--- src/rtl/tx_config_sequencer.sv ---
// Sequences atomic configuration commits into the ARTM transmitter: reset hold, PLL lock debounce, retry/fault.
// Optional I/Q mute outside RUN is enabled with the TX_SEQ_MUTE_EN macro.
module tx_config_sequencer #(
  parameter int RST_CYCLES    = 16,
  parameter int STABLE_CYCLES = 64,
  parameter int TIMEOUT_W     = 20,
  parameter int MAX_RETRY     = 3
) (
  input  logic        clk,
  input  logic        rst,
  input  logic [3:0]  cfg_mode,
  input  logic [31:0] cfg_bit_rate,
  input  logic [7:0]  cfg_phase_offset,
  input  logic [5:0]  cfg_ctrl,
  input  logic        cfg_commit,
  input  logic        steady_state,
  output logic [3:0]  act_mode,
  output logic [31:0] act_bit_rate,
  output logic [7:0]  act_phase_offset,
  output logic [5:0]  act_ctrl,
  output logic        tx_rst_n,
  output logic        mute,
  output logic        busy,
  output logic        locked,
  output logic        fault,
  output logic [1:0]  retry_cnt
);

  localparam int HOLD_W = $clog2(RST_CYCLES + 1);
  localparam int STAB_W = $clog2(STABLE_CYCLES + 1);
  localparam logic [HOLD_W-1:0]    HOLD_LAST = HOLD_W'(RST_CYCLES - 1);
  localparam logic [STAB_W-1:0]    STAB_LAST = STAB_W'(STABLE_CYCLES - 1);
  localparam logic [TIMEOUT_W-1:0] TO_LAST   = TIMEOUT_W'((64'd1 << TIMEOUT_W) - 64'd2);
  localparam logic [1:0]           RETRY_MAX = 2'(MAX_RETRY);

  typedef enum logic [1:0] {
    ST_HOLD      = 2'd0,
    ST_WAIT_LOCK = 2'd1,
    ST_RUN       = 2'd2,
    ST_FAULT     = 2'd3
  } state_t;

  state_t                state_r, state_s;
  logic [HOLD_W-1:0]     hold_cnt_r, hold_cnt_s;
  logic [TIMEOUT_W-1:0]  to_cnt_r, to_cnt_s;
  logic [STAB_W-1:0]     stab_cnt_r, stab_cnt_s;
  logic [1:0]            retry_r, retry_s;
  logic                  fail_s;
  logic [3:0]            act_mode_r;
  logic [31:0]           act_bit_rate_r;
  logic [7:0]            act_phase_offset_r;
  logic [5:0]            act_ctrl_r;
  logic                  tx_rst_n_r, busy_r, locked_r, fault_r;

  // Next-state, counter and retry computation; a commit overrides everything else.
  always_comb begin
    state_s    = state_r;
    hold_cnt_s = hold_cnt_r;
    to_cnt_s   = to_cnt_r;
    stab_cnt_s = stab_cnt_r;
    retry_s    = retry_r;
    fail_s     = 1'b0;
    if (cfg_commit) begin
      state_s    = ST_HOLD;
      hold_cnt_s = {HOLD_W{1'b0}};
      retry_s    = 2'd0;
    end else begin
      case (state_r)
        ST_HOLD: begin
          if (hold_cnt_r == HOLD_LAST) begin
            state_s    = ST_WAIT_LOCK;
            to_cnt_s   = {TIMEOUT_W{1'b0}};
            stab_cnt_s = {STAB_W{1'b0}};
          end else begin
            hold_cnt_s = hold_cnt_r + {{(HOLD_W-1){1'b0}}, 1'b1};
          end
        end
        ST_WAIT_LOCK: begin
          if (steady_state && (stab_cnt_r == STAB_LAST)) begin
            state_s    = ST_RUN;
            stab_cnt_s = {STAB_W{1'b0}};
          end else if (to_cnt_r == TO_LAST) begin
            fail_s = 1'b1;
          end else begin
            to_cnt_s   = to_cnt_r + {{(TIMEOUT_W-1){1'b0}}, 1'b1};
            stab_cnt_s = steady_state ? (stab_cnt_r + {{(STAB_W-1){1'b0}}, 1'b1}) : {STAB_W{1'b0}};
          end
        end
        ST_RUN: begin
          // Lock loss is debounced symmetrically to lock acquisition.
          if (steady_state) begin
            stab_cnt_s = {STAB_W{1'b0}};
          end else if (stab_cnt_r == STAB_LAST) begin
            fail_s = 1'b1;
          end else begin
            stab_cnt_s = stab_cnt_r + {{(STAB_W-1){1'b0}}, 1'b1};
          end
        end
        ST_FAULT: begin
          state_s = ST_FAULT;
        end
        default: begin
          state_s    = ST_HOLD;
          hold_cnt_s = {HOLD_W{1'b0}};
        end
      endcase
      if (fail_s) begin
        retry_s    = (retry_r == RETRY_MAX) ? retry_r : (retry_r + 2'd1);
        hold_cnt_s = {HOLD_W{1'b0}};
        state_s    = (retry_s == RETRY_MAX) ? ST_FAULT : ST_HOLD;
      end else begin
        retry_s = retry_r;
      end
    end
  end

  // State, counters and all outputs registered; outputs decode the next state so they align with it.
  always_ff @(posedge clk) begin
    if (rst) begin
      state_r            <= ST_HOLD;
      hold_cnt_r         <= {HOLD_W{1'b0}};
      to_cnt_r           <= {TIMEOUT_W{1'b0}};
      stab_cnt_r         <= {STAB_W{1'b0}};
      retry_r            <= 2'd0;
      act_mode_r         <= 4'b0100;
      act_bit_rate_r     <= 32'd0;
      act_phase_offset_r <= 8'd0;
      act_ctrl_r         <= 6'd0;
      tx_rst_n_r         <= 1'b0;
      busy_r             <= 1'b1;
      locked_r           <= 1'b0;
      fault_r            <= 1'b0;
    end else begin
      state_r    <= state_s;
      hold_cnt_r <= hold_cnt_s;
      to_cnt_r   <= to_cnt_s;
      stab_cnt_r <= stab_cnt_s;
      retry_r    <= retry_s;
      if (cfg_commit) begin
        act_mode_r         <= cfg_mode;
        act_bit_rate_r     <= cfg_bit_rate;
        act_phase_offset_r <= cfg_phase_offset;
        act_ctrl_r         <= cfg_ctrl;
      end
      tx_rst_n_r <= (state_s != ST_HOLD);
      busy_r     <= (state_s == ST_HOLD) || (state_s == ST_WAIT_LOCK);
      locked_r   <= (state_s == ST_RUN);
      fault_r    <= (state_s == ST_FAULT);
    end
  end

`ifdef TX_SEQ_MUTE_EN
  logic mute_r;

  // Mute released on the same edge that locked rises.
  always_ff @(posedge clk) begin
    if (rst) begin
      mute_r <= 1'b1;
    end else begin
      mute_r <= (state_s != ST_RUN);
    end
  end

  assign mute = mute_r;
`else
  assign mute = 1'b0;
`endif

  assign act_mode         = act_mode_r;
  assign act_bit_rate     = act_bit_rate_r;
  assign act_phase_offset = act_phase_offset_r;
  assign act_ctrl         = act_ctrl_r;
  assign tx_rst_n         = tx_rst_n_r;
  assign busy             = busy_r;
  assign locked           = locked_r;
  assign fault            = fault_r;
  assign retry_cnt        = retry_r;

endmodule

--- config.mk ---
export PLATFORM = sky130hd
export DESIGN_NAME = tx_config_sequencer
export DESIGN_NICKNAME = d
export VERILOG_FILES = /design/src/rtl/tx_config_sequencer.sv
export SDC_FILE = /design/constraint.sdc
export NUM_CORES = 1
export LEC_CHECK = 0
export CAP_MARGIN = 10
export CORE_UTILIZATION = 57
export DETAILED_ROUTE_END_ITERATION = 8
export DONT_BUFFER_PORTS = 1
export GPL_TIMING_DRIVEN = 0
export PLACE_DENSITY_LB_ADDON = 0.2
export SYNTH_ARGS = -nofsm -noshare
export SYNTH_HDL_FRONTEND = slang
export SYNTH_SLANG_ARGS = --single-unit
--- constraint.sdc ---
create_clock -name clk -period 2.3 [get_ports clk]
set_input_delay 0.23 -clock clk [delete_from_list [all_inputs] [get_ports clk]]
set_output_delay 0.23 -clock clk [all_outputs]
set_load 0.02 [all_outputs]
==> metrics.sh, run 1 <==
VIAS=3034
P_LEAK_nW=1.75
CLK-INSERTION-DELAY-LATE_NS=0.35
PLACE.DETAILED.HPWL_UM=5980
YOSYSSEQAREASHARE_PCT=44.6
WORST_EP_ARRIVAL_TIME_NS=2.45
MIN-DELAY-PATH-CLASS='primary input to flip-flop'
PWR-SHARE-COMB_PCT=5.4
MAX-VDD-IR-DROP_mV=0.510
GRT.OVERFLOW.TOTAL=0
SYN-MEAN-INSTANCE-AREA_UM2=9.55
YOSYS.AREA.TOP_TYPE_SHARE_PCT=44.6
SYN2LAYOUT_AREA_GROWTH_PCT=9.88
COMBINED_AREA_OF_THE_MULTI_INPUT_LOGIC_CELLS_UM2=2160
CLOCKROOTBUFFER='clkbuf_8'
FINALCRITPERIODSHARE_PCT=96.4
CRITPATHMOSTFREQUENTCELL='ha_4'
FINAL.FILL_COUNT=580
NUMBER_OF_DISTINCT_STANDARD_CELLS_REFERENCED_BY_THE_SYNTHESIZED_NETLIST=66
FINAL_SETUP_VIOLATION_COUNT=0
CPPEAKSTAGEDELAY_NS=0.43
DETAIL_ROUTE.ITER0.VIOLATIONS=135
CLOCK_SKEW_NS=0.0111
SYNTH_FLOP_CELL='dfxtp_1'
YOSYSTOPAREACELL='dfxtp_1'
CORE_BOX_AREA_UM2=6830
DIE_H_UM=86.2
DRT-WIRELENGTH-PER-CELL_UM=15.2
ROUTE.ANTENNA.REMAINING_NETS=0
FLOORPLAN.ROWS=30
SYNTH_EDF_COUNT=0
SYN_INST=423
GRT_MAX_DEGREE=16
P_SW_uW=757
YS_TOP_CELLS_BY_COUNT='dfxtp_1, nor2_1, mux2i_1'
DRIVE_ABOVE_1_SHARE_PCT=13.5
RESULT_OF_THE_RUN='completed'
WORST_SETUP_PATH_START_KIND='flip-flop'
TOTALWIRELENGTH_UM=8230
LAYOUT_MIN_CYCLE_TIME_NS=2.22
ANTENNA-DIODE-COUNT=0
PATH_CLK_SLEW_NS=0.09
H-TREE-DEPTH=3
SYNTH.YOSYS.WARNINGS=0
CTS_INSERTED_BUFFERS=9
TRITONCTS_NUM_SINKS=90
CRITICAL_PATH_CELL_SEQUENCE='ha_4 > and3_4 > ha_4 > and4bb_4 > or3_4 > o2111ai_4 > buf_6 > or3_1 > a21oi_1'
SYN-NUM-NETS=488
PIN_COUNT=111
SYNTHMOSTINSTANTIATEDCELL='dfxtp_1'
FIRST_PASS_GRT_WIRE_LENGTH_UM=13400
POST_PLACEMENT_CELL_AREA_UM2=4160
ROUTED_VIA_DENSITY=5.62
NUMBER_OF_ANTENNA_VIOLATIONS_AT_THE_FIRST_CHECK_IN_GLOBAL_ROUTING=0
GRT.TOTAL_USAGE_PCT=22.9
LARGEST_CELLS_BY_AREA_AFTER_SYNTHESIS='dfxtp_1, mux2i_1, nor2_1'
PORT_BUFFERS=0
DETAILEDROUTE.FIRSTPASSITERATIONCOUNT=4
P_SW_SHARE_PCT=26.4
P_SEQ_SHARE_PCT=59.7
SYNTH-ASYNC-RESET-RATIO_PCT=0
TIMING_WORST_SLEW_PIN_VALUE_NS=0.671
CTS_MAX_PATH_BUFFERS=2
DIE_AREA_UM2=7430
WORSTPATHMAXFANOUT=5
REQUIRED_NS=2.53
CAP_VIOLATIONS=0
SYNTH.FF_LATCH_COUNT=90
CTS_TREE='built'
FIN_TOTAL_PWR_mW=2.87
HOLD_VIOL=0
REMAINING_DRC_ERRORS=0
PWR-SHARE-CLK_PCT=34.9
SETUP.WORST_PATH.CLASS='flip-flop to flip-flop'
CELL_INTERNAL_POWER_mW=2.11
HOLD_WS_NS=0.0218
ENDPOINT_KIND='flip-flop'
FLOORPLAN.INITIALDENSITY_PCT=59.2
SYN-CELL-AREA_UM2=4040
MAXCLOCKFREQUENCY_MHz=451
REGISTER_CELL_AREA_AFTER_LAYOUT_UM2=1810
SLEW_HEADROOM_PCT=55.2
FINAL_MAX_SLEW_VIOL_COUNT=0
DIE_SPAN_IN_X_UM=86.2
FINALWEIGHTEDCONGESTION=0.772
TOTAL_NUMBER_OF_NETS_IN_THE_FINAL_DESIGN=504
POWER-PER-CELL-AREA_nW_PER_UM2=646
FIRST_GLOBAL_VIAS=2967
FINAL_AREA_UM2=4440
CP_SLOWEST_CELL='or3_4'
## flip-flops by register name, summed over array words and instances, names as in the netlist, 2 cells and up
| name | count |
|---|---|
| act_bit_rate | 32 |
| act_ctrl | 6 |
| act_mode | 4 |
| act_phase_offset | 8 |
| hold_cnt_r | 5 |
| retry_cnt | 2 |
| stab_cnt_r | 7 |
| state_r | 2 |
| to_cnt_r | 20 |
## stage by stage
step | cells | util (%) | worst slack (ns) | setup TNS (ns)
floorplan | 423 | - | 0.0563 | 0
global placement | 519 | 60.9 | -0.0813 | -0.962
detailed placement | 519 | 60.9 | -0.118 | -1.70
CTS | 537 | 64.4 | 0.0413 | 0
global route | 540 | 65.0 | -0.00177 | -0.00339
finish | 540 | 65.0 | 0.0828 | 0
## what timing repair did
| item | in CTS | in global routing |
|---|---|---|
| setup buffers | 0 | 3 |
| pin swaps | 3 | 3 |
| resized for setup | 9 | 8 |
| gates cloned | 1 | 0 |
| endpoints found under the hold margin | 1 | 0 |
| endpoints found under the setup margin | 23 | 15 |
| hold buffers | 1 | 0 |
## cells in the final DEF (no fill, tap or decap), drive strengths merged, types with 6 or more instances in the layout
cell	synthesis	routed
nand2	18	18
nand3	12	12
or3	13	13
o211ai	6	6
mux2i	55	55
buf	9	14
clkbuf	10	20
o31ai	6	6
nand2b	7	7
nor2	66	66
a21oi	21	21
nand4	8	8
o21ai	14	14
inv	6	8
dfxtp	90	90
or4	8	8
ha	11	11
## cell type report
class	instances	share of cell area (%)
inverter	7	0.592
sequential	90	40.7
buffer	19	2.31
tap	96	2.70
timing repair buffer	5	0.986
clock inverter	5	0.845
clock buffer	11	3.18
multi-input combinational	307	48.7
## worst max-delay path: cells and delay by family, from the launching register on
kind                     cells  cell delay (ns)
adder cells (fa/ha/maj)      2             0.35
buffers and inverters        1             0.16
AND/OR/NAND/NOR              4             0.91
flip-flops                   1             0.35
AO/OA/AOI/OAI                2             0.32
## logic make-up (layout without fill, tap and decap cells)
| logic type | after synthesis | in the layout | synth area share, % |
|---|---|---|---|
| adder cells (fa/ha/maj) | 11 | 11 | 3.41 |
| other | 1 | 1 | 0.0928 |
| flip-flops | 90 | 90 | 44.6 |
| buffers and inverters | 26 | 47 | 3.16 |
| XOR/XNOR | 4 | 4 | 0.867 |
| multiplexers | 57 | 57 | 14.2 |
| AO/OA/AOI/OAI | 69 | 69 | 11.8 |
| AND/OR/NAND/NOR | 165 | 165 | 21.9 |
## power by group through the flow
stage	sequential, mW	combinational [mW]	clock (mW)
finish	1.71	0.154	1.00
global route	1.72	0.173	1.08
CTS	1.71	0.153	1.02
detailed placement	1.75	0.152	0
global placement	1.75	0.144	0
floorplan	1.74	0.127	0
## layer usage
layer  part of all wire [%]  global-route usage [%]
met1                     46                    28.6
met2                     47                    37.2
met3                    6.0                    7.05
met4                    1.2                    9.09
met5                      0                       0
## path summary, 6_finish.rpt
| path | startpoint | end | slack [ns] | cells past startpoint |
|---|---|---|---|---|
| hold / removal | cfg_bit_rate[24] | act_bit_rate[24] | 0.02 | 2 |
| setup / recovery | hold_cnt_r[1] | to_cnt_r[5] | 0.08 | 9 |
| hold reg to reg | to_cnt_r[11] | to_cnt_r[11] | 0.49 | 2 |
| setup reg to reg | hold_cnt_r[1] | to_cnt_r[5] | 0.08 | 9 |
Note: power is estimated with default switching activity, not from simulation.
==> inputs of run 2 (changes only) <==
--- a/config.mk
+++ b/config.mk
@@ -10,7 +10,7 @@
 export DETAILED_ROUTE_END_ITERATION = 8
 export DONT_BUFFER_PORTS = 1
 export GPL_TIMING_DRIVEN = 0
-export PLACE_DENSITY_LB_ADDON = 0.2
+export PLACE_DENSITY = 0.83
 export SYNTH_ARGS = -nofsm -noshare
 export SYNTH_HDL_FRONTEND = slang
 export SYNTH_SLANG_ARGS = --single-unit
==> metrics.sh, run 2 (synthesis gave the netlist of run 1 again) <==
LARGEST_REGISTER_FF_COUNT=32  # unchanged
ROUTE.ANTENNA.REMAINING_NETS=0  # unchanged
FINALCRITPERIODSHARE_PCT=97.2  # was 96.4%
CTS_MAX_PATH_BUFFERS=2  # unchanged
CLOCKROOTBUFFER='clkbuf_8'  # unchanged
ANTENNA-DIODE-COUNT=0  # unchanged
CP_SLOWEST_CELL='or3_4'  # unchanged
RESULT_OF_THE_RUN='completed'  # unchanged
TIMING_WORST_SLEW_PIN_VALUE_NS=0.681  # was 0.671 ns
MIN-DELAY-PATH-CLASS='primary input to flip-flop'  # unchanged
CAPTURE_ENDPOINT_OF_THE_WORST_HOLD_PATH='act_bit_rate[12]'  # was act_bit_rate[24]
GRT.OVERFLOW.TOTAL=0  # unchanged
PLACE.DETAILED.HPWL_UM=6150  # was 5980 um
HOLD_VIOL=0  # unchanged
WORST_R2R_STARTPOINT='hold_cnt_r[0]'  # was hold_cnt_r[1]
LAYOUT_MIN_CYCLE_TIME_NS=2.24  # was 2.22 ns
PLACE_INST=519  # unchanged
DIE_SPAN_IN_X_UM=86.2  # unchanged
WORST_EP_ARRIVAL_TIME_NS=2.53  # was 2.45 ns
CORE_BOX_AREA_UM2=6830  # unchanged
FINAL_SETUP_VIOLATION_COUNT=0  # unchanged
CAP_VIOLATIONS=0  # unchanged
PORT_BUFFERS=0  # unchanged
ROUTED_VIA_DENSITY=5.77  # was 5.62
VIAS=3142  # was 3034
ENDPOINT_KIND='flip-flop'  # unchanged
CRITICAL_PATH_CELL_SEQUENCE='ha_4 > and3_4 > ha_4 > and4bb_4 > or3_4 > o2111ai_4 > buf_6 > o31ai_1 > a21oi_1'  # was ha_4 > and3_4 > ha_4 > and4bb_4 > or3_4 > o2111ai_4 > buf_6 > or3_1 > a21oi_1
CPPEAKSTAGEDELAY_NS=0.44  # was 0.43 ns
DIE_H_UM=86.2  # unchanged
REMAINING_DRC_ERRORS=0  # unchanged
P_LEAK_nW=1.79  # was 1.75 nW
CLOCK_SKEW_NS=0.0121  # was 0.0111 ns
H-TREE-DEPTH=3  # unchanged
SYN2LAYOUT_AREA_GROWTH_PCT=12.0  # was 9.88%
REQUIRED_NS=2.59  # was 2.53 ns
REG2REG_SLACK_NS=0.06  # was 0.08 ns
SETUP.WORST_PATH.CLASS='flip-flop to flip-flop'  # unchanged
PATH_CLK_SLEW_NS=0.10  # was 0.09 ns
R2R.WORST_PATH.CELLS=9  # unchanged
GRT_MAX_DEGREE=19  # was 16
TRITONCTS_NUM_SINKS=90  # unchanged
TOTALWIRELENGTH_UM=8550  # was 8230 um
WORST_R2R_ENDPOINT='to_cnt_r[13]'  # was to_cnt_r[5]
DETAILEDROUTE.FIRSTPASSITERATIONCOUNT=4  # unchanged
FIRST_GLOBAL_VIAS=3075  # was 2967
FLOORPLAN.INITIALDENSITY_PCT=59.2  # unchanged
MAX-VDD-IR-DROP_mV=0.455  # was 0.510 mV
POWER-PER-CELL-AREA_nW_PER_UM2=667  # was 646 nW/um^2
FINALNONFILLERCELLS=545  # was 540
HOLD_PATH_STARTPOINT='cfg_bit_rate[12]'  # was cfg_bit_rate[24]
LAYOUT_COMMONEST_CELL='dfxtp_1'  # unchanged
CRITPATHMOSTFREQUENTCELL='ha_4'  # unchanged
HOLD_PATH_DEPTH=2  # unchanged
DRIVE_ABOVE_1_SHARE_PCT=14.9  # was 13.5%
FIN_TOTAL_PWR_mW=3.02  # was 2.87 mW
FIRST_PASS_GRT_WIRE_LENGTH_UM=13600  # was 13400 um
GRT.TOTAL_USAGE_PCT=22.9  # about the same
RSZ0062_AT_GRT='true'
SLEW_HEADROOM_PCT=54.6  # was 55.2%
CTS_INSERTED_BUFFERS=9  # unchanged
DRT-WIRELENGTH-PER-CELL_UM=15.7  # was 15.2 um
FLOORPLAN.ROWS=30  # unchanged
PIN_COUNT=111  # unchanged
CTS_TREE='built'  # unchanged
DETAIL_ROUTE.ITER0.VIOLATIONS=160  # was 135
MAXCLOCKFREQUENCY_MHz=447  # was 451 MHz
NUMBER_OF_ANTENNA_VIOLATIONS_AT_THE_FIRST_CHECK_IN_GLOBAL_ROUTING=0  # unchanged
CLK-INSERTION-DELAY-LATE_NS=0.36  # was 0.35 ns
TOTAL_NUMBER_OF_NETS_IN_THE_FINAL_DESIGN=509  # was 504
DIE_AREA_UM2=7430  # unchanged
WORSTPATHMAXFANOUT=5  # unchanged
FINALWEIGHTEDCONGESTION=0.805  # was 0.772
LAYOUT_COMMON_CELLS='dfxtp_1, nor2_1, mux2i_1, a21oi_1, nand2_1'  # unchanged
FINAL_MAX_SLEW_VIOL_COUNT=0  # unchanged
WORST_SETUP_PATH_START_KIND='flip-flop'  # unchanged
-- run 2: cell types whose count changed in the layout (fill, tap and decap cells not counted), sizes merged --
cell      change
buf           +3
clkinv        +2
clkinvlp      -2
bufinv        +1
clkbuf        -1
inv           +1
o211ai        +1
-- run 2: area by class of cell --
type / count / area, um^2
Fill cell: 556 / 2310
Clock inverter: 7 / 95.1
Inverter: 7 / 26.3
Multi-Input combinational cell: 308 / 2180
Tap cell: 96 / 120
Sequential cell: 90 / 1810
Buffer: 19 / 101
Clock buffer: 9 / 124
Timing Repair Buffer: 9 / 73.8
-- run 2: repair_timing --
item / CTS / global route
setup buffers: 0 / 7
cloned: 1 / 1
pin swaps: 4 / 6
endpoints found under the setup margin: 23 / 17
hold endpoints to repair: 1 / 0
resized for setup: 9 / 9
hold buffers: 1 / 0
-- run 2: routing by layer --
layer | GRT usage, % | up-vias | routed length (um)
li1 | - | 1568 | -
met1 | 28.2 | 1452 | 3790
met2 | 37.7 | 111 | 4060
met3 | 7.24 | 11 | 614
met4 | 8.48 | 0 | 88
met5 | 0 | - | 0
-- run 2: per-stage QoR --
step,instance area (um^2),hold WS [ns],utilization (%),setup slack [ns],setup TNS [ns]
6_report,4530,0.0126,66.2,0.0635,0
5_1_grt,4530,0.00432,66.2,-0.0216,-0.0899
4_1_cts,4440,0.00184,64.9,0.0456,0
3_5_place_dp,4160,0.372,60.9,-0.132,-1.77
3_3_place_gp,4160,0.355,60.9,-0.0920,-0.751
2_1_floorplan,4040,0.352,-,0.0563,0
-- run 2: worst max-delay path by stage --
stage	start	end	slack [ns]	cells past startpoint
2_1_floorplan	hold_cnt_r[0]	to_cnt_r[0]	0.06	8
3_3_place_gp	hold_cnt_r[0]	to_cnt_r[0]	-0.09	8
3_5_place_dp	hold_cnt_r[0]	stab_cnt_r[4]	-0.13	8
4_1_cts	hold_cnt_r[1]	stab_cnt_r[4]	0.05	8
5_1_grt	hold_cnt_r[0]	to_cnt_r[9]	-0.02	9
6_report	hold_cnt_r[0]	to_cnt_r[13]	0.06	9
-- run 2: power breakdown --
part	internal, mW	leakage (nW)	switching, mW
registers	1.61	0.738	0.102
clock network	0.534	0.111	0.615
logic	0.0707	0.944	0.0848
total	2.22	1.79	0.802
-- run 2: critical path: cells and delay by family, from the launching register on --
| family | cells | cell delay, ns |
|---|---|---|
| AO/OA/AOI/OAI | 3 | 0.48 |
| adder cells (fa/ha/maj) | 2 | 0.33 |
| buffers and inverters | 1 | 0.17 |
| flip-flops | 1 | 0.35 |
| AND/OR/NAND/NOR | 3 | 0.83 |
